## src/rtl/placement_pkg.sv

```systemverilog
// Shared definitions for the placement checker: FSM state encoding, error
// flag bit positions and default grid / netlist sizes.
package placement_pkg;

    // Default configuration
    localparam int unsigned DefN     = 4;
    localparam int unsigned DefNNode = 14;
    localparam int unsigned DefNEdge = 15;

    // FSM state encoding
    typedef logic [1:0] state_t;
    localparam state_t StIdle = 2'd0;
    localparam state_t StLoad = 2'd1;
    localparam state_t StEval = 2'd2;
    localparam state_t StDone = 2'd3;

    // Bit positions within the sticky err vector
    localparam int unsigned ErrOob      = 0;
    localparam int unsigned ErrOverlap  = 1;
    localparam int unsigned ErrDup      = 2;
    localparam int unsigned ErrBadId    = 3;
    localparam int unsigned ErrUnplaced = 4;

endpackage

```

## src/rtl/placement_edge_cost.sv

```systemverilog
// Manhattan distance between two cells and the wirelength contribution of an
// edge (distance minus one, floored at zero). Purely combinational.
module placement_edge_cost #(
    parameter int unsigned CW = 3
) (
    input  logic [CW-1:0] xa_i,
    input  logic [CW-1:0] ya_i,
    input  logic [CW-1:0] xb_i,
    input  logic [CW-1:0] yb_i,
    output logic [CW:0]   d_o,
    output logic [CW:0]   cost_o
);

    logic [CW-1:0] dx;
    logic [CW-1:0] dy;

    // Absolute differences, distance and cost
    always_comb begin
        dx     = (xa_i >= xb_i) ? (xa_i - xb_i) : (xb_i - xa_i);
        dy     = (ya_i >= yb_i) ? (ya_i - yb_i) : (yb_i - ya_i);
        d_o    = {1'b0, dx} + {1'b0, dy};
        cost_o = (d_o == '0) ? '0 : (d_o - 1'b1);
    end

endmodule

```

## src/rtl/placement_check.sv

```systemverilog
// Placement legality checker and wirelength estimator.
// Loads N_NODE node positions onto an N x N grid, then streams N_EDGE edges
// and accumulates their cost. Optional feature macro PLACEMENT_CHECK_MAXLEN_EN
// adds a max_len output tracking the longest valid edge distance of a run.
module placement_check
    import placement_pkg::*;
#(
    parameter int unsigned N      = DefN,
    parameter int unsigned N_NODE = DefNNode,
    parameter int unsigned N_EDGE = DefNEdge
) (
    input  logic                      clk,
    input  logic                      reset,
    input  logic                      start,
    input  logic                      pos_valid,
    output logic                      pos_ready,
    input  logic [$clog2(N_NODE)-1:0] pos_node,
    input  logic [$clog2(N):0]        pos_x,
    input  logic [$clog2(N):0]        pos_y,
    input  logic                      edge_valid,
    output logic                      edge_ready,
    input  logic [$clog2(N_NODE)-1:0] edge_a,
    input  logic [$clog2(N_NODE)-1:0] edge_b,
    output logic                      busy,
    output logic                      done,
    output logic [4:0]                err,
    output logic [15:0]               wirelength
`ifdef PLACEMENT_CHECK_MAXLEN_EN
    ,
    output logic [7:0]                max_len
`endif
);

    localparam int unsigned NW   = $clog2(N_NODE);
    localparam int unsigned CW   = $clog2(N) + 1;
    localparam int unsigned CIW  = (N * N > 1) ? $clog2(N * N) : 1;
    localparam int unsigned NIDX = 1 << NW;
    localparam int unsigned PCW  = $clog2(N_NODE + 1);
    localparam int unsigned ECW  = $clog2(N_EDGE + 1);

    state_t           state_q, state_d;
    logic [PCW-1:0]   pos_cnt_q, pos_cnt_d;
    logic [ECW-1:0]   edge_cnt_q, edge_cnt_d;
    logic [NIDX-1:0]  placed_q, placed_d;
    logic [N*N-1:0]   occ_q, occ_d;
    logic [4:0]       err_q, err_d;
    logic [15:0]      wl_q, wl_d;
    logic             cost_vld_q, cost_vld_d;
    logic [CW:0]      cost_q, cost_d;
    logic [CW-1:0]    x_q [NIDX];
    logic [CW-1:0]    y_q [NIDX];

    logic             tbl_we;
    logic             pos_fire, edge_fire;
    logic             node_ok, cell_ok, ends_ok;
    logic [CIW-1:0]   cell_idx;
    logic [CW:0]      edge_d, edge_cost;
    logic [16:0]      wl_sum;

`ifdef PLACEMENT_CHECK_MAXLEN_EN
    logic [CW:0]      len_q, len_d;
    logic [7:0]       max_q, max_d;
    logic [7:0]       len_sat;
`else
    logic             unused_len;
    assign unused_len = ^edge_d;
`endif

    assign pos_ready  = (state_q == StLoad);
    assign edge_ready = (state_q == StEval);
    assign busy       = (state_q == StLoad) || (state_q == StEval);
    assign done       = (state_q == StDone);
    assign err        = err_q;
    assign wirelength = wl_q;
`ifdef PLACEMENT_CHECK_MAXLEN_EN
    assign max_len    = max_q;
`endif

    // Endpoint coordinates come straight from the table in the accept cycle
    placement_edge_cost #(
        .CW (CW)
    ) u_cost (
        .xa_i   (x_q[edge_a]),
        .ya_i   (y_q[edge_a]),
        .xb_i   (x_q[edge_b]),
        .yb_i   (y_q[edge_b]),
        .d_o    (edge_d),
        .cost_o (edge_cost)
    );

    // Handshake qualifiers and position / endpoint legality
    always_comb begin
        pos_fire  = pos_valid && pos_ready;
        // Extra edges offered after the last one are not taken
        edge_fire = edge_valid && edge_ready && (edge_cnt_q < ECW'(N_EDGE));
        node_ok   = {1'b0, pos_node} < (NW + 1)'(N_NODE);
        cell_ok   = (pos_x < CW'(N)) && (pos_y < CW'(N));
        cell_idx  = CIW'(32'(pos_x) * N + 32'(pos_y));
        // placed bits are only ever set for in-range ids
        ends_ok   = placed_q[edge_a] && placed_q[edge_b];
        wl_sum    = 17'(wl_q) + 17'(cost_q);
`ifdef PLACEMENT_CHECK_MAXLEN_EN
        len_sat   = (32'(len_q) > 32'd255) ? 8'hFF : 8'(len_q);
`endif
    end

    // Next-state: FSM, counters, occupancy, error flags and accumulation
    always_comb begin
        state_d    = state_q;
        pos_cnt_d  = pos_cnt_q;
        edge_cnt_d = edge_cnt_q;
        placed_d   = placed_q;
        occ_d      = occ_q;
        err_d      = err_q;
        wl_d       = wl_q;
        cost_vld_d = 1'b0;
        cost_d     = '0;
        tbl_we     = 1'b0;
`ifdef PLACEMENT_CHECK_MAXLEN_EN
        len_d      = '0;
        max_d      = max_q;
`endif
        case (state_q)
            StIdle, StDone: begin
                if (start) begin
                    state_d    = StLoad;
                    pos_cnt_d  = '0;
                    edge_cnt_d = '0;
                    placed_d   = '0;
                    occ_d      = '0;
                    err_d      = '0;
                    wl_d       = '0;
`ifdef PLACEMENT_CHECK_MAXLEN_EN
                    max_d      = '0;
`endif
                end
            end
            StLoad: begin
                if (pos_fire) begin
                    pos_cnt_d = pos_cnt_q + 1'b1;
                    if (!node_ok) begin
                        err_d[ErrBadId] = 1'b1;
                    end else if (!cell_ok) begin
                        err_d[ErrOob] = 1'b1;
                    end else if (placed_q[pos_node]) begin
                        err_d[ErrDup] = 1'b1;
                    end else if (occ_q[cell_idx]) begin
                        err_d[ErrOverlap] = 1'b1;
                    end else begin
                        tbl_we             = 1'b1;
                        placed_d[pos_node] = 1'b1;
                        occ_d[cell_idx]    = 1'b1;
                    end
                    // Every beat counts, legal or not
                    if (pos_cnt_q == PCW'(N_NODE - 1)) begin
                        state_d = StEval;
                    end
                end
            end
            StEval: begin
                if (cost_vld_q) begin
                    wl_d = wl_sum[16] ? 16'hFFFF : wl_sum[15:0];
`ifdef PLACEMENT_CHECK_MAXLEN_EN
                    if (len_sat > max_q) begin
                        max_d = len_sat;
                    end
`endif
                    // The final edge's cost lands in the same cycle we leave
                    if (edge_cnt_q == ECW'(N_EDGE)) begin
                        state_d = StDone;
                    end
                end
                if (edge_fire) begin
                    edge_cnt_d = edge_cnt_q + 1'b1;
                    cost_vld_d = 1'b1;
                    if (ends_ok) begin
                        cost_d = edge_cost;
`ifdef PLACEMENT_CHECK_MAXLEN_EN
                        len_d  = edge_d;
`endif
                    end else begin
                        err_d[ErrUnplaced] = 1'b1;
                    end
                end
            end
            default: state_d = StIdle;
        endcase
    end

    // State registers with synchronous reset
    always_ff @(posedge clk) begin
        if (reset) begin
            state_q    <= StIdle;
            pos_cnt_q  <= '0;
            edge_cnt_q <= '0;
            placed_q   <= '0;
            occ_q      <= '0;
            err_q      <= '0;
            wl_q       <= '0;
            cost_vld_q <= 1'b0;
            cost_q     <= '0;
`ifdef PLACEMENT_CHECK_MAXLEN_EN
            len_q      <= '0;
            max_q      <= '0;
`endif
        end else begin
            state_q    <= state_d;
            pos_cnt_q  <= pos_cnt_d;
            edge_cnt_q <= edge_cnt_d;
            placed_q   <= placed_d;
            occ_q      <= occ_d;
            err_q      <= err_d;
            wl_q       <= wl_d;
            cost_vld_q <= cost_vld_d;
            cost_q     <= cost_d;
`ifdef PLACEMENT_CHECK_MAXLEN_EN
            len_q      <= len_d;
            max_q      <= max_d;
`endif
        end
    end

    // Position table; entries are only meaningful while their placed bit is set
    always_ff @(posedge clk) begin
        if (tbl_we) begin
            x_q[pos_node] <= pos_x;
            y_q[pos_node] <= pos_y;
        end
    end

endmodule
```

## config.mk

```make
export PLATFORM = sky130hd
export DESIGN_NAME = placement_check
export DESIGN_NICKNAME = d
export VERILOG_FILES = /design/src/rtl/placement_pkg.sv /design/src/rtl/placement_edge_cost.sv /design/src/rtl/placement_check.sv
export SDC_FILE = /design/constraint.sdc
export NUM_CORES = 1
export LEC_CHECK = 0
export CORE_MARGIN = 8
export CORE_UTILIZATION = 45
export CTS_BUF_LIST = sky130_fd_sc_hd__clkbuf_8
export DETAILED_ROUTE_END_ITERATION = 12
export PLACE_DENSITY = 0.67
export SYNTH_ARGS = -nofsm -noshare
export SYNTH_HDL_FRONTEND = slang
export SYNTH_SLANG_ARGS = --single-unit
```

## constraint.sdc

```tcl
create_clock -name clk -period 6.3 [get_ports clk]
set_input_delay 1.89 -clock clk [delete_from_list [all_inputs] [get_ports clk]]
set_output_delay 1.89 -clock clk [all_outputs]
set_load 0.03 [all_outputs]
```

**Word level (Yosys, flattened, before mapping)**

Memory sizes are Yosys's and may differ from the RTL's.
Cells that the tools add are included.

- Output and inout port bits: 25
- RAM bits: 96
- Word-level logic and storage cells: 150
- Memory bits (read-only): 0
- Memories kept: 2
- Bits in latches: 0
- Register bits after elaboration: 68

Memories:

| memory | depth | bits a word | read ports | clocked after Yosys merged registers in | write ports | line | text |
|---|---|---|---|---|---|---|---|
| x_q | 16 | 3 | 2 | 0 | 1 | placement_check.sv:50 | `logic [CW-1:0] x_q [NIDX];` |
| y_q | 16 | 3 | 2 | 0 | 1 | placement_check.sv:51 | `logic [CW-1:0] y_q [NIDX];` |

- Eq/ne operators: 20
- Multiply operators: 0
- Bitwise logic cells: 5
- Reduce and logical (&&, ||, !) cells: 25
- Add/subtract/negate cells: 10
- Shift operators: 0
- Order comparisons: 12
- Mux-type cells: 63
- Div/mod/pow operators: 0

Operators with widths:

| cell | count |
|---|---|
| 2-to-1 mux 16 bit | 13 |
| case mux 16 bit (2 select lines) | 3 |
| OR 16 bit | 2 |
| case mux 4 bit (2 select lines) | 3 |
| 2-to-1 mux 1 bit | 22 |
| < comparator 4 x 5 -> 1 bit (second input constant) | 4 |
| != test 2 x 1 -> 1 bit (second input constant) | 9 |
| adder 16 x 4 -> 17 bit | 1 |
| binary-select mux 1 bit (select 4 bit) | 4 |
| 2-to-1 mux 4 bit | 4 |
| AND reduction 7 bit | 2 |
| 2-to-1 mux 2 bit | 6 |
| != test 2 bit (second input constant) | 6 |
| subtractor 3 bit | 4 |
| AND reduction 5 bit | 2 |
| 2-to-1 mux 3 bit | 3 |
| AND reduction 3 bit | 3 |
| adder 4 x 1 -> 4 bit (second input constant) | 2 |
| demux 1 bit (select 4 bit) | 2 |
| == test 4 bit (second input constant) | 2 |
| >= comparator 4 x 1 -> 1 bit (second input constant) | 2 |
| < comparator 4 bit (second input constant) | 2 |
| AND reduction 4 bit | 2 |
| logical AND 1 bit | 7 |
| other kinds (18) | 25 |

**Logic depth before layout (Yosys ltp)**

Gate-level depths: netlist of run 1.

- Depth after elaboration: 12
- Mapped depth: 17
- Gate-level depth less buffers: 15

**By module**

Synthesis of run 1 repeated with hierarchy kept, for this count alone.

- Cell total of the unflattened synthesis: 638
- Area total of the unflattened synthesis: 8,419.3 µm²

Modules (own cells, without submodules):

| module | cells an instance | instances | area an instance (µm²) |
|---|---|---|---|
| placement_check | 573 | 1 | 7,847.5 |
| placement_edge_cost | 65 | 1 | 571.8 |

**Worst setup path after synthesis of run 1**

Ideal clock, no wire load.

- Path type: input to register
- From: input port edge_a[0]
- To: register cost_q[2]
- Data arrival time: 5,632 ps
- Required time: 6,235 ps
- Stages on the path: 15
- Slack: 603 ps
- Cells stage by stage: buf_4 buf_2 mux4_2 mux4_2 ha_1 nand2b_1 a21o_1 a21oi_1 mux2_2 fa_1 inv_1 ha_1 nand3_1 nand3_1 nor2_1

- Word-level cells in the longest chain between the ends: 6

RTL lines:

| what | line | text |
|---|---|---|
| from (decl) | placement_check.sv:22 | `input logic [$clog2(N_NODE)-1:0] edge_a,` |
| parallel branches: the longest is 6 deep, another holds adder 3 x 3 -> 4 bit | -- |  |
| to (signal assigned) | placement_check.sv:215 | `cost_q <= cost_d;` |
| to (decl) | placement_check.sv:49 | `logic [CW:0] cost_q, cost_d;` |

Parallel ways; which one is timed is not known. The select of a mux whose other input is x is not followed.
A chain may end at the register's enable or synchronous reset.

**Worst setup path in the final report of run 1**

- From: input port edge_b[1]
- To: register cost_q[3]

- Word-level cells in the longest chain between the ends: 6

RTL lines:

| what | line | text |
|---|---|---|
| from (decl) | placement_check.sv:23 | `input logic [$clog2(N_NODE)-1:0] edge_b,` |
| parallel branches: the longest is 6 deep, another holds adder 3 x 3 -> 4 bit | -- |  |

Parallel ways; which one is timed is not known. The select of a mux whose other input is x is not followed.

==> run_results.csv, run 1 <==
group,metric,value,unit
setup_path,worstPathMaxFanout,28,
floorplan,rows,50,
routing,ant_nets,0,
routing,vias,5879,
synthesis,synthArstFlopShare,0,%
global_route,first_global_vias,5918,
min_path,worstHoldPathType,"flop to flop",
sta,tightest_slew,1.018,ns
clock_network,htreeDepth,4,
setup_path,crit_arrival,5.88,ns
clock_network,cts_hold_buffers,0,
sta,rsz0062_at_grt,"false",
placed_design,routabilityCongestion,0.8846,
clock_network,cts_resized,0,
min_path,hold_start,"occ_q[11]",
layout,seqCellArea,4244,µm²
synthesis,syn_inst,670,
layout,fill_cells,1561,
synthesis,synthTopCellsByArea,"edfxtp_1 (33%), mux4_2 (19%), dfxtp_1 (16%)",
clock_network,clk_latency,0.45,ns
sta,fmax,0.1821,GHz
floorplan,core,18770,µm²
setup_path,path_class,"input port to flop",
synthesis,synth.most_common_cell,"edfxtp_1",
job,drv_cap,0,
routing,firstDrtPassIters,5,
sta,maxSlewHeadroom,31.98,%
placed_design,dpl_cell_area,9419,µm²
clock_network,tritoncts,"done",
sta,fin_crit,5.490,ns
setup_path,crit_start,"edge_b[1]",
layout,antenna_cells,0,
synthesis,yosys.area.top_type,"edfxtp_1",
sta,tns,0,ns
placed_design,dpl.hpwl,14130,µm
routing,wire_per_inst,20.44,µm
clock_network,post_cts_buffers,0,
synthesis,syn_area,8646,µm²
setup_path,cpPeakStageDelay,0.56,ns
sta,setup_viol,0,
floorplan,start_util,46.07,%
placed_design,io_buffer_count,47,
routing,routed_wl,19750,µm
floorplan,fp.dieH,154.6,µm
setup_path,path_cells,"clkdlybuf4s50_1 > buf_12 > mux4_2 > mux4_2 > inv_1 > ha_1 > nand2b_1 > a21o_1 > a21oi_1 > mux2_2 > fa_1 > inv_1 > ha_1 > nand3_1 > nand3_1 > nor2_1",
layout,drive_above_1_share,18.17,%
global_route,grt_max_degree,48,
setup_path,crit_path_start_kind,"input port",
synthesis,ys_warn_count,0,
global_route,grt-ovfl-total,0,
routing,drc,0,
floorplan,die_area,23900,µm²
routing,avgViaCountPerCell,6.086,
global_route,grt_use_total,17.13,%
clock_network,cts_root_buf,"clkbuf_8",
global_route,antenna_found_initial,0,
outcome,status,"finished clean",
sta,hold_viol_final,0,
sta,min_period_over_period,87.15,%
setup_path,required,6.69,ns
synthesis,synth_edf_count,96,
clock_network,numCtsBuffers,17,
synthesis,synth_common_cells,"edfxtp_1 (96), mux4_2 (74), dfxtp_1 (68), nand2_1 (47), nor2_1 (35)",
power_and_ir_drop,irDropWorstVdd,133.7,µV
layout,postLayoutCellArea,9781,µm²
clock_network,cts.sinks,164,
synthesis,yosys_most_used_dff,"edfxtp_1",
synthesis,synth_seq_area_share,49.09,%
layout,area_growth,13.13,%
setup_path,critPathSlowestCell,"fa_1",
power_and_ir_drop,p_leak,3.359,nW
power_and_ir_drop,powerDensity,261.7,nW/µm²
floorplan,ios,48,
sta,drv_slew,0,
global_route,grt_pass1_wl,31560,µm
clock_network,clock_path_buffers,2,
synthesis,avgSynthCellArea,12.90,µm²
layout,layout.nets,774,
layout,multiInputGateArea,4128,µm²
synthesis,synth_seq_cells,164,
clock_network,clk_pin_slew,0.08,ns
setup_path,setup.worst_path.end_class,"flop",
setup_path,r2r_start,"y_q[5][0]",
sta,finClkSkew,0.01468,ns
routing,drt_iter0_markers,466,
synthesis,netlist.area_leader.share,33.34,%
floorplan,die_w,154.6,µm
synthesis,ys_types,57,
-- layer usage --
layer  track usage (%)  routed length, µm  vias up
li1                  -                  -     2689
met1             20.10               7935     2926
met2             29.47              10080      229
met3             3.761               1191       35
met4             8.073                539        0
met5                 0                  0        -
-- sequential cells by signal (all words and copies together), names as in the netlist, 2 cells and up --
signal      cells
y_q            48
edge_cnt_q      4
x_q            48
occ_q          16
cost_q          4
err             5
wirelength     16
pos_cnt_q       4
placed_q       16
state_q         2
-- worst max-delay path, delay by kind of cell --
family | cells | cell delay (ns)
adder cells (fa/ha/maj) | 3 | 1.00
buffers and inverters | 4 | 0.84
AND/OR/NAND/NOR | 4 | 0.50
AO/OA/AOI/OAI | 2 | 0.41
multiplexers | 3 | 1.24
-- cell families (layout without fill, tap and decap cells) --
kind of cell | Yosys count | in the layout | synth area share [%]
DFF | 164 | 164 | 49.09
buffers and inverters | 77 | 128 | 3.719
other | 1 | 12 | 0.04337
muxes | 89 | 89 | 21.85
xor gates and xnor gates | 11 | 11 | 1.114
adders and majority gates | 32 | 32 | 5.152
and+or+nand+nor | 193 | 193 | 11.48
AOI/OAI and AO/OA | 103 | 103 | 7.554
-- path summary, 6_finish.rpt --
| kind | endpoint | slack, ns | cells past startpoint |
|---|---|---|---|
| worst max-delay path | cost_q[3] | 0.81 | 16 |
| worst min-delay path | occ_q[11] | 0.45 | 2 |
| worst max register to register | cost_q[3] | 2.42 | 14 |
| worst min register to register | occ_q[11] | 0.45 | 2 |
-- through the flow --
step                      total power [mW]  util [%]  hold WS (ns)  instances  setup slack (ns)
final                                2.560     52.11        0.4476        966            0.8096
after global routing                 2.689     52.11        0.4746        966            0.6016
after CTS                            2.571     52.11        0.4523        966            0.8397
after detailed placement             1.868     50.19        0.4409        934            0.3513
after global placement               1.845     50.19        0.4300        934            0.4767
after floorplan                      1.698         -        0.4222        681            0.6031
-- cells in the final DEF, fill, tap and decap left out, types with 8 or more instances in the layout --
cell type        synthesis  routed
dfxtp_1                 68      68
o21ai_1                 30      30
mux4_2                  74      74
nand4_1                 29      29
a211oi_1                 8       8
nand3_1                 23      23
clkdlybuf4s50_1          0      45
buf_4                    2      12
inv_1                   33      37
ha_1                    26      26
clkbuf_8                 0      17
conb_1                   1      12
nor3_1                  12      12
edfxtp_1                96      96
nand2_1                 47      47
nor2_1                  35      35
o21ai_0                  9       9
a21oi_1                 16      16
-- power by group --
group | total, mW | leakage [nW] | internal, mW | switching (mW)
logic | 0.663 | 1.74 | 0.253 | 0.410
clock network | 0.710 | 0.197 | 0.341 | 0.370
registers | 1.19 | 1.42 | 1.16 | 0.0229
-- layout make-up --
class | count | area share (%)
clock buffer | 17 | 2.392
sequential | 164 | 43.39
multi-input combinational | 440 | 42.20
timing repair buffer | 63 | 6.447
inverter | 33 | 1.266
tap | 234 | 2.993
clock inverter | 15 | 1.305
Note: power is estimated with default switching activity, not from simulation.
==> run 2: changes to the inputs <==
Settings changed: GPL_TIMING_DRIVEN set to 0.
==> run 2 against run 1 <==
Wire length grew 4.9%. Critical path depth decreased by 1. Count of clock-buffer cells in the layout increased by 3. Hold slack about the same. Die area unchanged. Clock power is 18% higher. Fmax down 9.4%. Core utilization rose by 0.15 points. Register-to-register slack got worse by 0.15 ns. Largest cell class unchanged. Highest routed layer unchanged.
==> run_results.csv, run 2 (synthesized netlist as in run 1, its figures left out) <==
group,metric,value,unit
global_route,grt_max_degree,19,
sta,min_period_over_period,96.20,%
routing,wl_met1,8169,µm
power_and_ir_drop,power_frac_comb,25.2,%
layout,reg_top3,"x_q: 48 flops, y_q: 48 flops",
power_and_ir_drop,swShare,30.51,%
layout,antenna_cells,0,
global_route,grt-ovfl-total,0,
setup_path,required,6.69,ns
clock_network,numCtsBuffers,17,
routing,firstDrtPassIters,8,
clock_network,clk_latency,0.46,ns
clock_network,cts.sinks,164,
floorplan,die_area,23900,µm²
routing,met3_length,1544,µm
layout,fin_cells,986,
sta,rsz0062_at_grt,"false",
global_route,grt_use_total,17.54,%
clock_network,tritoncts,"done",
routing,wire_per_inst,21.02,µm
routing,ant_nets,0,
power_and_ir_drop,p_total,2.703,mW
floorplan,die_w,154.6,µm
clock_network,clock_path_buffers,2,
power_and_ir_drop,sequentialPowerShare,43.9,%
routing,avgViaCountPerCell,6.182,
setup_path,worstPathMaxFanout,10,
global_route,grt_pass1_wl,32230,µm
layout,fin_util,52.26,%
routing,vias,6095,
floorplan,rows,50,
clock_network,cts_resized,0,
placed_design,io_buffer_count,37,
routing,met2_length,10370,µm
sta,tightest_slew,1.400,ns
setup_path,crit_arrival,6.45,ns
clock_network,post_cts_buffers,0,
routing,drt_iter0_markers,536,
clock_network,cts_hold_buffers,0,
layout,layout.nets,794,
power_and_ir_drop,irDropWorstVdd,152.3,µV
power_and_ir_drop,p_clk_share,30.9,%
layout,postLayoutCellArea,9808,µm²
clock_network,clk_pin_slew,0.08,ns
setup_path,path_class,"input port to flop",
sta,fmax,0.1650,GHz
placed_design,dpl.hpwl,15170,µm
layout,final_cell_mix,"edfxtp_1 (96), mux4_2 (74), dfxtp_1 (68)",
floorplan,ios,48,
outcome,status,"finished clean",
placed_design,place_inst,954,
global_route,antenna_found_initial,0,
job,drv_cap,0,
layout,area_growth,13.44,%
routing,routed_wl,20720,µm
sta,hold_ws,0.4477,ns
sta,finClkSkew,0.01866,ns
placed_design,place_ws,-0.1742,ns
sta,hold_viol_final,0,
setup_path,setup.worst_path.end_class,"flop",
sta,tns,0,ns
placed_design,dpl_cell_area,9371,µm²
clock_network,htreeDepth,4,
power_and_ir_drop,p_leak,3.377,nW
floorplan,fp.dieH,154.6,µm
power_and_ir_drop,p_int,1.878,mW
setup_path,crit_path_start_kind,"input port",
routing,top_layer,"met4",
global_route,first_global_vias,6083,
sta,worst_slack,0.2396,ns
clock_network,cts_root_buf,"clkbuf_8",
min_path,worstHoldPathType,"flop to flop",
sta,setup_viol,0,
sta,fin_crit,6.060,ns
routing,drc,0,
power_and_ir_drop,p_switching,824.8,µW
floorplan,start_util,46.07,%
floorplan,core,18770,µm²
sta,drv_slew,0,
placed_design,routabilityCongestion,0.9175,
power_and_ir_drop,powerDensity,275.6,nW/µm²
sta,maxSlewHeadroom,5.932,%
layout,final_common_cell,"edfxtp_1",
layout,drive_above_1_share,17.82,%
-- run 2: cell types whose count changed in the layout (fill, tap and decap cells not counted), moves of 2 or more --
cell / delta
buf_4: -8
clkbuf_1: +24
clkinv_2: -3
clkbuf_8: +3
buf_2: +12
buf_1: +3
buf_12: -4
bufinv_16: +2
clkdlybuf4s50_1: -8
-- run 2: worst max-delay path, stage by stage --
cell,delay (ns)
clkbuf_1,0.46
clkbuf_1,0.66
mux4_2,0.42
mux4_2,0.53
ha_1,0.32
nand2b_1,0.15
a21o_1,0.17
a21oi_1,0.26
mux2_2,0.41
fa_1,0.56
inv_1,0.05
ha_1,0.20
nand3_1,0.08
nand3_1,0.15
nor2_1,0.13
-- run 2: power groups by stage --
stage | clock network (mW) | logic, mW | registers [mW]
CTS | 0.849 | 0.681 | 1.19
finish | 0.836 | 0.682 | 1.19
global route | 0.896 | 0.753 | 1.19
floorplan | 0 | 0.487 | 1.21
detailed placement | 0 | 0.677 | 1.21
global placement | 0 | 0.660 | 1.21
-- run 2: metal layers --
metal  GRT usage (%)  up-vias
li1                -     2720
met1           21.14     3049
met2           29.78      278
met3           3.483       48
met4           8.259        0
met5               0        -
-- run 2: cell type report --
class                   instances  area, µm²
multi-input cells             440       4128
clock inverters                12      161.4
flip-flops and latches        164       4244
repair buffers                 39      385.4
clock buffers                  20      275.3
well taps                     234      292.8
plain buffers                  44      197.7
inverters                      33      123.9
fillers                      1571       8960
-- run 2: final timing paths --
path	slack [ns]	from	cells after the start	endpoint
max	0.24	edge_a[1]	15	cost_q[2]
min reg2reg	0.45	occ_q[7]	2	occ_q[7]
min	0.45	occ_q[7]	2	occ_q[7]
max reg2reg	2.27	y_q[5][0]	14	cost_q[2]
==> run 3: changes to the inputs <==
Settings changed: CORE_UTILIZATION 45 to 34, PLACE_DENSITY 0.67 to 0.54.
==> run 3 against run 2 <==
Sequential power about the same. First-iteration DRC count down 12%. Sequential cell count unchanged. Die area up 29%. Cell count up 9.6%. Critical path depth unchanged. Count of clock-buffer cells in the layout down 3. Worst setup slack better by 0.012 ns. Clock power down 8.4%.
==> run_results.csv, run 3 (synthesized netlist as in run 1, its figures left out) <==
group,metric,value,unit
outcome,status,"finished clean",
min_path,min_path_cells,2,
power_and_ir_drop,p_total,2.633,mW
clock_network,tritoncts,"done",
min_path,whs_endpoint,"occ_q[8]",
global_route,first_global_vias,5885,
job,drv_cap,0,
layout,antenna_cells,0,
setup_path,reg2reg_to,"cost_q[1]",
global_route,grt_pass1_wl,33950,µm
routing,vias,5852,
floorplan,fp.dieH,175.5,µm
layout,reg_top3,"x_q: 48 flops, y_q: 48 flops",
clock_network,cts.sinks,164,
placed_design,routabilityCongestion,0.8407,
clock_network,post_cts_buffers,0,
global_route,grt_most_used_layer,"met2",
floorplan,die_w,175.5,µm
sta,fmax,0.1653,GHz
sta,finClkSkew,0.02159,ns
layout,multiInputGateArea,4138,µm²
sta,worst_slack,0.2515,ns
min_path,hold_start,"occ_q[8]",
routing,firstDrtPassIters,5,
global_route,grtUsageMet2,23.42,%
placed_design,io_buffer_count,37,
clock_network,cts_root_buf,"clkbuf_8",
layout,drive_above_1_share,18.38,%
setup_path,setup.worst_path.end_class,"flop",
layout,fill_cells,2448,
layout,seqCellArea,4244,µm²
layout,final_cell_mix,"edfxtp_1 (96), mux4_2 (74), dfxtp_1 (68)",
layout,postLayoutCellArea,9891,µm²
clock_network,numCtsBuffers,17,
layout,final_common_cell,"edfxtp_1",
floorplan,start_util,34.43,%
sta,drv_slew,0,
global_route,antenna_found_initial,0,
layout,layout.nets,793,
min_path,worstHoldPathType,"flop to flop",
routing,wire_per_inst,19.81,µm
floorplan,rows,58,
routing,avgViaCountPerCell,5.414,
power_and_ir_drop,irDropWorstVdd,145.8,µV
sta,fin_crit,6.048,ns
setup_path,r2r_cells,14,
placed_design,dpl.hpwl,15420,µm
power_and_ir_drop,p_leak,3.342,nW
global_route,use_met3,3.629,%
floorplan,core,25110,µm²
setup_path,worstPathMaxFanout,10,
sta,min_period_over_period,96.01,%
global_route,grt_use_total,14.26,%
clock_network,cts_resized,0,
setup_path,crit_arrival,6.44,ns
layout,area_growth,14.40,%
global_route,grt-ovfl-total,0,
sta,setup_viol,0,
sta,tightest_slew,1.222,ns
power_and_ir_drop,powerDensity,266.2,nW/µm²
global_route,use_met1,18.33,%
placed_design,place_ws,-0.2362,ns
floorplan,die_area,30790,µm²
routing,routed_wl,21420,µm
placed_design,dpl_cell_area,9489,µm²
sta,rsz0062_at_grt,"false",
setup_path,rrSetupSlack,2.35,ns
setup_path,r2r_start,"y_q[5][0]",
clock_network,clock_path_buffers,2,
sta,hold_viol_final,0,
clock_network,cts_hold_buffers,0,
clock_network,clk_pin_slew,0.10,ns
routing,drc,0,
setup_path,path_class,"input port to flop",
setup_path,crit_path_start_kind,"input port",
routing,ant_nets,0,
floorplan,ios,48,
clock_network,clk_latency,0.46,ns
global_route,grt_max_degree,19,
setup_path,required,6.69,ns
sta,maxSlewHeadroom,17.89,%
routing,drt_iter0_markers,474,
clock_network,htreeDepth,4,
==> run 3: cell types whose count changed in the layout (fill, tap and decap cells not counted), moves of 2 or more <==
| cell | previous run | this run |
|---|---|---|
| nor3_2 | 0 | 2 |
| clkinv_2 | 2 | 0 |
| inv_1 | 36 | 34 |
| inv_6 | 1 | 5 |
| clkbuf_8 | 20 | 17 |
| bufinv_16 | 4 | 1 |
| nor3_1 | 12 | 10 |
| inv_8 | 0 | 4 |
==> run 3: power breakdown <==
| group | internal (mW) | switching, mW | leakage, nW | total (mW) |
|---|---|---|---|---|
| registers | 1.16 | 0.0229 | 1.42 | 1.19 |
| logic | 0.255 | 0.425 | 1.72 | 0.681 |
| clock network | 0.332 | 0.435 | 0.200 | 0.766 |
| total | 1.75 | 0.883 | 3.34 | 2.63 |
==> run 3: final cells by class <==
class,count,area share (%)
buffer,44,1.999
clock buffer,17,2.366
clock inverter,15,1.645
inverter,33,1.252
multi-input combinational,440,41.83
sequential,164,42.91
tap,330,4.175
timing repair buffer,38,3.820
==> run 3: worst max-delay path by stage <==
stage | startpoint | to | slack [ns] | depth (start not counted)
global placement | edge_a[1] | cost_q[2] | -0.24 | 15
CTS | edge_a[1] | cost_q[1] | 0.26 | 15
finish | edge_a[1] | cost_q[1] | 0.25 | 15
detailed placement | edge_a[1] | cost_q[1] | -0.24 | 15
floorplan | edge_a[0] | cost_q[2] | 0.60 | 15
global route | edge_a[1] | cost_q[2] | 0.03 | 15
==> run 3: critical path, cell delays in order <==
cell and delay [ns]:
clkbuf_1 0.56, clkbuf_1 0.61, mux4_2 0.41, mux4_2 0.52
ha_1 0.32, nand2b_1 0.15, a21o_1 0.17, a21oi_1 0.25
mux2_2 0.41, fa_1 0.55, inv_1 0.04, ha_1 0.19
nand3_1 0.08, nand3_1 0.15, nor2_1 0.13
==> run 3: per-layer routing <==
layer	up-vias	wire length [µm]
li1	2731	-
met1	2933	9602
met2	168	10270
met3	20	1230
met4	0	320
met5	-	0
==> run 3: metrics by stage <==
| step | instances | hold WS [ns] | utilization, % | TNS, ns |
|---|---|---|---|---|
| final | 1081 | 0.4460 | 39.39 | 0 |
| after global routing | 1081 | 0.4726 | 39.39 | 0 |
| after CTS | 1081 | 0.4509 | 39.37 | 0 |
| after detailed placement | 1049 | 0.4383 | 37.79 | -0.9163 |
| after global placement | 1048 | 0.4363 | 37.72 | -0.9511 |
| after floorplan | 681 | 0.4222 | - | 0 |
